`src/rtl/dual_rail_sink_pkg.sv`:
```
// Shared types and constants for the dual-rail to synchronous sink.
package dual_rail_sink_pkg;

    typedef logic [1:0] dr_bit_t;

    typedef enum logic [0:0] {
        ENC_TP = 1'b0,
        ENC_FP = 1'b1
    } enc_e;

    typedef enum logic [0:0] {
        IDLE  = 1'b0,
        ACKED = 1'b1
    } state_e;

    localparam int MIN_SYNC_STAGES = 2;

    function automatic logic rail_one_hot(input dr_bit_t r);
        return r[1] ^ r[0];
    endfunction

    function automatic logic rail_both(input dr_bit_t r);
        return r[1] & r[0];
    endfunction

endpackage

```
`src/rtl/sync_fifo.sv`:
```
// Small synchronous FIFO with a registered head; an entry written on one edge
// becomes visible at the head one edge later.
module sync_fifo #(
    parameter int WIDTH = 32,
    parameter int DEPTH = 4
) (
    input  logic             clk,
    input  logic             rst_n,
    input  logic             push,
    input  logic [WIDTH-1:0] push_data,
    input  logic             pop,
    output logic [WIDTH-1:0] pop_data,
    output logic             full,
    output logic             empty
);

    localparam int AW = (DEPTH > 2) ? $clog2(DEPTH) : 1;
    localparam int CW = AW + 1;
    localparam logic [AW:0] DEPTH_C = CW'(DEPTH);

    logic [WIDTH-1:0] mem_r [DEPTH];
    logic [AW-1:0]    wr_ptr_r;
    logic [AW-1:0]    rd_ptr_r;
    logic [AW-1:0]    rd_ptr_nxt_s;
    logic [AW:0]      cnt_r;
    logic [AW:0]      remain_s;
    logic             empty_r;
    logic [WIDTH-1:0] pop_data_r;
    logic             do_push_s;
    logic             do_pop_s;

    assign full     = (cnt_r == DEPTH_C);
    assign empty    = empty_r;
    assign pop_data = pop_data_r;

    // Push is judged on the occupancy before this edge's pop.
    always_comb begin
        do_push_s = push & ~full;
        do_pop_s  = pop & ~empty_r;
        if (do_pop_s) begin
            rd_ptr_nxt_s = rd_ptr_r + AW'(1'b1);
        end else begin
            rd_ptr_nxt_s = rd_ptr_r;
        end
        remain_s = cnt_r - CW'(do_pop_s);
    end

    // Pointer, occupancy and registered head update.
    always_ff @(posedge clk) begin
        if (!rst_n) begin
            wr_ptr_r   <= '0;
            rd_ptr_r   <= '0;
            cnt_r      <= '0;
            empty_r    <= 1'b1;
            pop_data_r <= '0;
        end else begin
            if (do_push_s) begin
                wr_ptr_r <= wr_ptr_r + AW'(1'b1);
            end
            rd_ptr_r <= rd_ptr_nxt_s;
            cnt_r    <= remain_s + CW'(do_push_s);
            empty_r  <= (remain_s == '0);
            if (remain_s != '0) begin
                pop_data_r <= mem_r[rd_ptr_nxt_s];
            end
        end
    end

    // Storage array write port.
    always_ff @(posedge clk) begin
        if (do_push_s) begin
            mem_r[wr_ptr_r] <= push_data;
        end
    end

endmodule

```
`src/rtl/dual_rail_sync_sink.sv`:
```
// Clocked sink for a dual-rail async link: synchronizes, detects completion,
// decodes into a FIFO and acknowledges. Define DUAL_RAIL_SYNC_SINK_COUNT_EN for tok_cnt.
module dual_rail_sync_sink
    import dual_rail_sink_pkg::*;
#(
    parameter     ENC         = "TP",
    parameter int WIDTH       = 32,
    parameter int SYNC_STAGES = 2,
    parameter int DEPTH       = 4
) (
    input  logic                clk,
    input  logic                rst_n,
    input  dr_bit_t [WIDTH-1:0] in,
    output logic                ack_o,
    output logic [WIDTH-1:0]    out_data,
    output logic                out_valid,
    input  logic                out_ready,
    output logic                err
`ifdef DUAL_RAIL_SYNC_SINK_COUNT_EN
    ,
    output logic [31:0]         tok_cnt
`endif
);

    localparam enc_e ENC_SEL = (ENC == "FP") ? ENC_FP : ENC_TP;
    localparam int   NSTG    = (SYNC_STAGES < MIN_SYNC_STAGES) ? MIN_SYNC_STAGES : SYNC_STAGES;
    localparam int   NRAIL   = 2 * WIDTH;

    logic [NRAIL-1:0] sync_r [NSTG];
    logic [NRAIL-1:0] s_s;
    logic [NRAIL-1:0] s_q_r;
    logic [NRAIL-1:0] prev_r;
    logic [NRAIL-1:0] cmp_s;
    logic [WIDTH-1:0] data_s;
    logic             stable_s;
    logic             tok_s;
    logic             ill_s;
    logic             quiet_s;
    logic             push_s;
    logic             pop_s;
    logic             full_s;
    logic             empty_s;
    state_e           state_r;
    logic             ack_r;
    logic             err_r;

    assign s_s       = sync_r[NSTG-1];
    assign stable_s  = (s_s == s_q_r);
    assign ack_o     = ack_r;
    assign err       = err_r;
    assign out_valid = ~empty_s;
    assign pop_s     = out_ready & ~empty_s;

    // Rail synchronizer chain plus one extra sample for the stability check.
    always_ff @(posedge clk) begin
        if (!rst_n) begin
            for (int i = 0; i < NSTG; i++) begin
                sync_r[i] <= '0;
            end
            s_q_r <= '0;
        end else begin
            sync_r[0] <= in;
            for (int i = 1; i < NSTG; i++) begin
                sync_r[i] <= sync_r[i-1];
            end
            s_q_r <= s_s;
        end
    end

    // Two-phase links are judged on transitions since the last capture,
    // four-phase links on absolute levels; both then share one completion test.
    always_comb begin
        if (ENC_SEL == ENC_FP) begin
            cmp_s = s_s;
        end else begin
            cmp_s = s_s ^ prev_r;
        end
        tok_s  = 1'b1;
        ill_s  = 1'b0;
        data_s = '0;
        for (int i = 0; i < WIDTH; i++) begin
            tok_s     = tok_s & rail_one_hot(cmp_s[2*i +: 2]);
            ill_s     = ill_s | rail_both(cmp_s[2*i +: 2]);
            data_s[i] = cmp_s[2*i+1];
        end
        quiet_s = (cmp_s == '0);
        push_s  = (state_r == IDLE) && stable_s && tok_s && !full_s;
    end

    // Handshake FSM, acknowledge and sticky error flag.
    always_ff @(posedge clk) begin
        if (!rst_n) begin
            state_r <= IDLE;
            ack_r   <= 1'b0;
            prev_r  <= '0;
            err_r   <= 1'b0;
        end else begin
            if (stable_s && ill_s) begin
                err_r <= 1'b1;
            end
            case (state_r)
                IDLE: begin
                    if (push_s) begin
                        state_r <= ACKED;
                        if (ENC_SEL == ENC_FP) begin
                            ack_r <= 1'b1;
                        end else begin
                            ack_r  <= ~ack_r;
                            prev_r <= s_s;
                        end
                    end
                end
                ACKED: begin
                    if (stable_s && quiet_s) begin
                        state_r <= IDLE;
                        if (ENC_SEL == ENC_FP) begin
                            ack_r <= 1'b0;
                        end
                    end
                end
                default: begin
                    state_r <= IDLE;
                end
            endcase
        end
    end

    sync_fifo #(
        .WIDTH (WIDTH),
        .DEPTH (DEPTH)
    ) u_fifo (
        .clk       (clk),
        .rst_n     (rst_n),
        .push      (push_s),
        .push_data (data_s),
        .pop       (pop_s),
        .pop_data  (out_data),
        .full      (full_s),
        .empty     (empty_s)
    );

`ifdef DUAL_RAIL_SYNC_SINK_COUNT_EN
    logic [31:0] tok_cnt_r;

    assign tok_cnt = tok_cnt_r;

    // Free-running count of accepted tokens.
    always_ff @(posedge clk) begin
        if (!rst_n) begin
            tok_cnt_r <= 32'd0;
        end else if (push_s) begin
            tok_cnt_r <= tok_cnt_r + 32'd1;
        end
    end
`endif

endmodule
```
`config.mk`:
```
export PLATFORM = sky130hd
export DESIGN_NAME = dual_rail_sync_sink
export DESIGN_NICKNAME = d
export VERILOG_FILES = /design/src/rtl/dual_rail_sink_pkg.sv /design/src/rtl/sync_fifo.sv /design/src/rtl/dual_rail_sync_sink.sv
export SDC_FILE = /design/constraint.sdc
export NUM_CORES = 1
export LEC_CHECK = 0
export BUFFER_PORTS_ARGS = -buffer_cell sky130_fd_sc_hd__clkbuf_2
export CELL_PAD_IN_SITES_DETAIL_PLACEMENT = 1
export CELL_PAD_IN_SITES_GLOBAL_PLACEMENT = 1
export CORE_UTILIZATION = 49
export CTS_CLUSTER_SIZE = 20
export DETAILED_ROUTE_END_ITERATION = 10
export HOLD_SLACK_MARGIN = 0.05
export PLACE_DENSITY_LB_ADDON = 0.2
export SYNTH_ARGS = -nofsm -noshare
export SYNTH_HDL_FRONTEND = slang
export SYNTH_SLANG_ARGS = --single-unit
```
`constraint.sdc`:
```
create_clock -name clk -period 3.6 [get_ports clk]
set_input_delay 0.72 -clock clk [delete_from_list [all_inputs] [get_ports clk]]
set_output_delay 0.72 -clock clk [all_outputs]
set_load 0.005 [all_outputs]
```
==> run metrics, run 1 <==
Hold Path Stages 2; fin crit period between 3000 and 4000 ps; Critical Path Source Type flop; Initial Util 50.16%; critical path arrival 3460 ps; first-pass GRT wire length 56.35 mm; worst endpoint required time 4060 ps; Die Ht 185.2 um; DIE WIDTH 185.2 um; FF-to-FF Start sync_r[0][107]; predominant post-synthesis flop cell dfxtp_1; commonest non-fill, non-tap cell in the layout dfxtp_1; Leakage 0.007786 uW; final hold vios 0; total CTS buffers 43; fin area 18810 sq um; Die Area 34300 sq um; Slew Limit Fails 0; Clock Path Buffers 3; PortBufs roughly 100; Final ANT Viol Nets 0; max_cap viols 0; nets@finish 1604; most frequent cells in the layout dfxtp_1 (299), and2_1 (194), nand2_1 (132); pwr dens a little under 600 nW/um^2; Total Routing Usage GR 21.92%; CTS H-Tree Depth 2; synth unique cells 31; status finished clean; Worst Setup SP sync_r[0][107]; Non-Filler Instances 1940; synth warn 0; post-CTS sizing 0; placed cell count 1862; Post-synth EDFFs 128; row cnt 66; antenna cells 0; vias in the first global route a little over 10000; Post-DP HPWL 24.35 mm; critical path type reg -> reg; clock root buffer clkbuf_16; fraction of registers with async set/reset 0%; WL final 36.30 mm; Syn Nets 1510; Syn Area/Cell 11.99 sq um; Seq cells post-synth 427; # IOs 102; Area Growth Syn to Fin 14.36%; Post-DP Area between 15000 and 20000 sq um; global route overflow 0; Final setup viols 0; setup_tns 0 ps; DR pass1 iterations 4; initial antenna violation count 0; hold_buf cts 0; reg-to-reg setup timing slack just under 600 ps; fin crit share approximately 83%; Hold WC Path Type in -> reg; RSZ-0062 raised after global routing no; total number of vias 9798; pin count of the biggest net entering global routing 95; worst-case reg-to-reg path depth 7; CTS Sinks 427; hold_sp in[4]; post-DR vias/cell 5.051; Least-Margin Pin Slew around 800 ps; CTS tree yes; DRT iter0 DRCs 566; Reg clk slew, reported paths 60 ps; Synth Instances 1371; critical-path maximum fanout 66; reg2reg end prev_r[53]; Residual DRC 0; CP Capture Type flop; sequential share of the synthesized area 59.77%; Final Skew 21.45 ps; postcts setup bufs 0; layout cells sized above 1 18.02%; Worst-Skew Late Latency 540 ps; Max Freq 332.8 MHz; Core Area 32780 sq um; worst relative slew slack 46.55%; Routed wire per std cell approximately 19 um; VDD IR-drop max 0.3328 mV; GPL Wtd Cong 0.8271; WHS Endpoint sync_r[0][4]; area of the mapped netlist 16440 sq um
[synthesized netlist by cell type (19+ instances only)]
master	n	area share [%]
a21oi_1	36	1.1
and2_1	194	7.4
clkbuf_1	47	1.1
dfxtp_1	299	36
edfxtp_1	128	23
ha_1	72	5.5
inv_1	72	1.6
mux4_2	32	4.4
nand2_1	132	3.0
nand3_1	68	2.1
nand4_1	34	1.3
o21ai_0	19	0.58
o21ai_2	49	2.6
xnor2_1	97	5.2
xor2_1	34	1.8
[sequential cells by signal (all words and copies together) (netlist names)]
| signal | count |
|---|---|
| u_fifo.wr_ptr_r | 2 |
| u_fifo.rd_ptr_r | 2 |
| u_fifo.mem_r | 128 |
| u_fifo.cnt_r | 3 |
| err | 1 |
| u_fifo.empty | 1 |
| ack_o | 1 |
| u_fifo.pop_data | 32 |
| sync_r | 128 |
| state_r | 1 |
| s_q_r | 64 |
| prev_r | 64 |
[layer usage]
layer	global-route usage, %	up-vias	wire length, um	part of all wire [%]
met5	0	-	0	0
li1	-	4777	-	-
met3	3.126	70	1409	3.9
met1	27.85	4764	16020	44
met2	37.79	187	17680	49
met4	8.298	0	1188	3.3
[how the worst max path moves through the flow]
| stage | end | cells after the start | slack [ps] |
|---|---|---|---|
| CTS | prev_r[53] | 7 | 590 |
| floorplan | u_fifo.mem_r[0][0] | 9 | 560 |
| global route | u_fifo.mem_r[3][19] | 9 | 450 |
| detailed placement | u_fifo.mem_r[3][17] | 9 | 640 |
| global placement | u_fifo.mem_r[3][21] | 9 | 650 |
| finish | prev_r[53] | 7 | 600 |
[report_power, final]
part	total, uW	internal, uW	switching (uW)
Combinational	1150	455	694
Clock	4590	2800	1780
Sequential	5190	5100	90.9
Total	10900	8360	2570
[through the flow]
stage / power [uW] / hold slack, ps / utilization [%] / setup WS, ps
floorplan: 6050 / 405.7 / - / 556.8
global route: 11350 / 381.5 / 57.36 / 452.0
detailed placement: 6464 / 419.4 / 52.86 / 636.8
global placement: 6436 / 417.4 / 52.86 / 653.9
finish: 10930 / 381.6 / 57.36 / 595.6
CTS: 11060 / 368.1 / 57.36 / 592.8
[critical path, stage by stage (launching register included)]
cell and delay, ps:
dfxtp_1 340, xnor2_1 370, nand4_1 180, nor4_1 570
and4_2 410, buf_4 640, nand3_1 240, o21ai_2 120
[cells by family after synthesis]
kind of cell / synth area share (%)
compound gates: 4.367
flops: 59.77
fa+ha+maj: 5.478
mux: 4.383
buf+inv: 4.010
simple gates: 14.91
xor+xnor: 7.076
[final cells by class]
class | count | area, sq um
Fill cell | 3406 | 13980
Sequential cell | 427 | 9829
Multi-Input combinational cell | 802 | 5976
Clock buffer | 62 | 1270
Timing Repair Buffer | 117 | 694.4
Tap cell | 442 | 553.0
Inverter | 74 | 277.8
Clock inverter | 16 | 205.2
No activity file was read; power rests on OpenSTA's default activity.
==> run 2, diff against run 1 <==
- ABC_AREA: not set -> 1
- CORE_UTILIZATION: 49 -> 46
- clock period: 3.6 -> 2.9 ns (I/O delays scaled with it)
==> run 2 against run 1 <==
  * Sequential share of layout area down 5.1 points
  * Setup slack worse by 400 ps
  * First-iteration DRC count down 1.4%
  * Power up 37%
  * Register-to-register slack worse by 400 ps
  * Area after synthesis up 7.5%
  * Design area up 11%
  * Combinational power up 95%
==> run metrics, run 2 <==
nets@finish 2349; sw frac 26.07%; pwr dens between 700 and 800 nW/um^2; first-pass GRT wire length 66.73 mm; combinational share of power 15.0%; Crit path max-delay family adder cells; status finished clean; critical path arrival 3210 ps; GRT met3 Usage 2.879%; clock root buffer clkbuf_16; Clock Path Buffers 3; Final setup viols 0; antenna cells 0; Sequential Power Share 43.9%; Critical Path Source Type flop; worst endpoint required time between 3000 and 4000 ps; CTS Sinks 427; DIE WIDTH 198.0 um; post-DR vias/cell 4.663; Worst-Skew Late Latency around 570 ps; Leakage 0.01152 uW; DRT iter0 DRCs 558; GRT busiest layer met2; synth warn 0; Syn Area/Cell 8.550 sq um; predominant post-synthesis flop cell dfxtp_1; global route overflow 0; Multi-input gate area 5952 sq um; Die Ht around 200 um; Residual DRC 0; WL final 41.01 mm; Post-DP Area 19140 sq um; dpl ws 43.27 ps; fraction of registers with async set/reset 0%; Tot Pwr 14960 uW; Area Growth Syn to Fin 18.06%; Hold WC Path Type in -> reg; fin crit period approximately 2700 ps; Seq cells post-synth about 430; fin crit share 93.35%; GR Util met1 26.14%; Post-DP HPWL around 28 mm; max_cap viols 0; initial antenna violation count 0; critical path type reg -> reg; vias in the first global route 13580; DR pass1 iterations 4; Clk pwr share 41.1%; # IOs 102; GPL Wtd Cong between 0.7 and 0.8; Fillers approximately 4400; area of the mapped netlist roughly 18000 sq um; Slew Limit Fails 0; critical-path maximum fanout 11; row cnt just over 70; Synth Instances 2067; Total Routing Usage GR between 20% and 30%; setup_tns 0 ps; met2 GRT Util just under 40%; WP buf/inv 3; VDD IR-drop max 0.5371 mV; Core Area 37760 sq um; area leader, netlist dfxtp_1; Final Skew 13.49 ps; Routed wire per std cell 14.87 um; PortBufs between 100 and 150; Max Freq between 300 and 400 MHz; total CTS buffers 45; CTS H-Tree Depth 2; worst relative slew slack 58.89%; total number of vias 12860; post-synth top area share 33.87%; Least-Margin Pin Slew about 620 ps; Die Area 39210 sq um; Sw Pwr 3899 uW; RSZ-0062 raised after global routing no; setup slack after layout 192.7 ps; synth top area cells dfxtp_1 (34%), edfxtp_1 (22%), nand2_1 (9.9%); layout cells sized above 1 14.69%; synth unique cells 31; most frequent cell after synthesis nand2_1; crit-path most repeated cell ha_1; Int Pwr 11060 uW; pin count of the biggest net entering global routing 85; sequential share of the synthesized area between 50% and 60%; Final ANT Viol Nets 0; CP max stage delay 400 ps; CP cell instances xor2_1 > inv_1 > ha_1 > nand4_1 > nor2_1 > nand2_1 > nor3_1 > buf_4 > nand3_4 > inv_1 > ha_1 > ha_1 > o21ai_0 > a21oi_1; CTS tree yes; biggest registers after layout sync_r x128, u_fifo.mem_r x128; CP max-delay cell dfxtp_2; most frequent cells in the layout nand2_1 (465), inv_1 (420), dfxtp_1 (290); fin area 20860 sq um; commonest non-fill, non-tap cell in the layout nand2_1; Reg clk slew, reported paths 70 ps; FF+latch area 9841 sq um; Initial Util 46.81%; Syn Nets ~2200; Post-synth EDFFs 128; final hold vios 0; CP Capture Type flop; Synth top cells by count nand2_1 (465), inv_1 (420), dfxtp_1 (299), nor2_1 (258), edfxtp_1 (128)
run 2: cell types whose count changed after synthesis, moves of 33 or more:
cell	change
and2_1	-194
o21ai_0	+66
a21oi_1	-33
nand2_1	+333
xnor2_1	-65
nand3_1	-63
o21ai_2	-49
nor2_1	+251
inv_1	+348
run 2: path summary, 6_finish.rpt:
kind | start | to | slack, ps | cells past startpoint
setup / recovery | sync_r[0][125] | u_fifo.cnt_r[2] | 190 | 14
hold / removal | in[57] | sync_r[0][57] | 190 | 3
setup reg to reg | sync_r[0][125] | u_fifo.cnt_r[2] | 190 | 14
hold reg to reg | sync_r[0][23] | sync_r[0][87] | 410 | 2
run 2: logic make-up after synthesis:
logic type               after synthesis  synth area share, %
AND/OR/NAND/NOR                      799                18.11
buffers and inverters                520                11.41
flip-flops                           427                55.62
AO/OA/AOI/OAI                        164                5.551
XOR/XNOR                              85                4.213
adder cells (fa/ha/maj)               72                5.098
run 2: final cells by class:
| class | count | area share, % |
|---|---|---|
| clock inverter | 17 | 1.151 |
| clock buffer | 67 | 6.537 |
| inverter | 447 | 8.042 |
| tap | 511 | 3.064 |
| multi-input combinational | 1120 | 28.53 |
| timing repair buffer | 169 | 5.511 |
| sequential | 427 | 47.17 |
run 2: metrics by stage:
| step | util [%] | std cells | hold WS [ps] |
|---|---|---|---|
| after floorplan | - | 2067 | 386.4 |
| after global placement | 50.69 | 2673 | 392.2 |
| after detailed placement | 50.69 | 2673 | 399.4 |
| after CTS | 54.99 | 2757 | 162.3 |
| after global routing | 55.26 | 2758 | 182.9 |
| final | 55.26 | 2758 | 191.9 |
run 2: tightest hold or removal path, delay by kind of cell:
kind	cells	cell delay [ps]
and+or+nand+nor	1	40
buffers and inverters	2	120
run 2: repair_timing:
action / CTS / global route
setup buffers: 0 / 1
hold buffers: 0 / 0
resized for setup: 3 / 20
cloned: 0 / 0
pin swaps: 0 / 1
endpoints found under the setup margin: 5 / 136
run 2: layer usage:
layer / part of all wire [%] / vias up
li1: - / 6459
met1: 44 / 6138
met2: 50 / 180
met3: 3.4 / 84
met4: 2.9 / 0
met5: 0 / -
run 2: power groups by stage:
stage	combinational [uW]	sequential [uW]	clock, uW
global route	2550	6600	6530
CTS	2290	6580	6290
finish	2240	6570	6140
global placement	2140	6690	0
detailed placement	2230	6700	0
floorplan	1420	6680	0
==> run 3, diff against run 2 <==
- CTS_CLUSTER_SIZE: 20 -> 16
- RECOVER_POWER: not set -> 100
==> run 3 against run 2 <==
  * The flow now finishes with violations (max-capacitance violations, max-slew violations)
  * Wire length rose by 0.25%
  * Setup slack got worse by 3.7 ps
  * Non-clock buffer count did not move
  * Highest routed layer unchanged
==> run metrics, run 3 (synthesized netlist as in run 2, its figures left out) <==
hold_sp in[57]; critical path type reg -> reg; Multi-input gate area slightly below 6000 sq um; reg-to-reg setup timing slack around 190 ps; Die Ht slightly below 200 um; post-DR vias/cell 4.669; CTS tree yes; CP Capture Type flop; WL final 41.11 mm; reg2reg end u_fifo.mem_r[0][30]; # IOs 102; Initial Util between 40% and 50%; row cnt 71; FF+latch area 9839 sq um; DR pass1 iterations 5; total number of vias 12880; Reg clk slew, reported paths around 60 ps; layout cells sized above 1 a little under an eighth; Routed wire per std cell 14.91 um; final hold vios 0; Total Routing Usage GR 21.70%; total CTS buffers 45; Core Area roughly 38000 sq um; critical path arrival 2940 ps; critical-path maximum fanout 32; worst endpoint required time roughly 3100 ps; failing checks max-capacitance violations, max-slew violations; Post-DP HPWL 27.77 mm; Hold Path Stages 3; biggest registers after layout sync_r x128, u_fifo.mem_r x128; Die Area 39210 sq um; worst relative slew slack -20.77%; fin crit share 93.48%; status finished, violations left; CTS Sinks 427; worst-case reg-to-reg path depth 11; Max Freq 368.9 MHz; Least-Margin Pin Slew 1812 ps; max_cap viols 1; GPL Wtd Cong 0.7727; first-pass GRT wire length about 67 mm; Slew Limit Fails 46; Area Growth Syn to Fin 16.57%; placed cell count 2673; most frequent cells in the layout nand2_1 (465), inv_1 (420), dfxtp_1 (291); commonest non-fill, non-tap cell in the layout nand2_1; vias in the first global route 13580; CTS H-Tree Depth 2; nets@finish roughly 2300; Worst-Skew Late Latency 570 ps; Non-Filler Instances 2758; Residual DRC 0; Leakage 0.01126 uW; RSZ-0062 raised after global routing no; setup slack after layout 189.0 ps; Tot Pwr about 15000 uW; DRT iter0 DRCs 447; hold_buf cts 0; FF-to-FF Start sync_r[0][125]; dpl ws 43.27 ps; Final ANT Viol Nets 0; setup_tns 0 ps; Worst Setup SP sync_r[0][125]; Final Skew ~13 ps; clock root buffer clkbuf_16; VDD IR-drop max 0.5346 mV; antenna cells 0; worst hold slack 193.5 ps; pin count of the biggest net entering global routing 85; fin crit period 2711 ps; Final setup viols 0; Critical Path Source Type flop; global route overflow 0; Fillers 4470; Hold WC Path Type in -> reg; WHS Endpoint sync_r[0][57]; Clock Path Buffers 3; DIE WIDTH 198.0 um; pwr dens ~720 nW/um^2; initial antenna violation count 0; PortBufs 101
==> run 3: layer usage <==
metal | share of wire [%] | GRT usage, %
met1 | 44 | 26.14
met3 | 3.1 | 2.879
met4 | 2.9 | 8.211
met5 | 0 | 0
met2 | 50 | 39.19
==> run 3: worst max-delay path, stage by stage, from the launching register on <==
cell and delay (ps):
dfxtp_2 400, xor2_1 230, inv_1 70, ha_1 370, nand4_1 110, nor2_1 140, nand2_1 90, nor3_1 180
buf_4 140, nand3_4 130, nor2_1 150, buf_6 340
==> run 3: power by group <==
group,internal [uW],switching (uW),total [uW]
clock network,3790,2350,6140
registers,6420,153,6570
logic,795,1390,2190
==> run 3: what timing repair did <==
action                                  in CTS  in global routing
buffers inserted                             0                  1
endpoints found under the setup margin       5                136
resized for setup                            3                 20
pin swaps                                    0                  1
==> run 3: cell type report <==
cell class	instances	area share (%)
clock buffers	67	6.621
well taps	511	3.104
flip-flops and latches	427	47.76
multi-input cells	1120	28.81
repair buffers	169	4.391
inverters	447	8.145
clock inverters	17	1.166
==> run 3: through the flow <==
step	area [sq um]	util, %
finish	20600	54.56
global route	20600	54.56
CTS	20760	54.99
detailed placement	19140	50.69
global placement	19140	50.69
floorplan	17680	-
==> run 3: worst max path at each step <==
stage / depth (start not counted) / end / slack [ps]
global placement: 11 / u_fifo.mem_r[1][4] / 70
finish: 11 / u_fifo.mem_r[0][30] / 190
detailed placement: 11 / u_fifo.mem_r[1][4] / 40
CTS: 14 / u_fifo.cnt_r[2] / 70
global route: 11 / u_fifo.pop_data[23] / 30
floorplan: 11 / u_fifo.mem_r[0][0] / -250
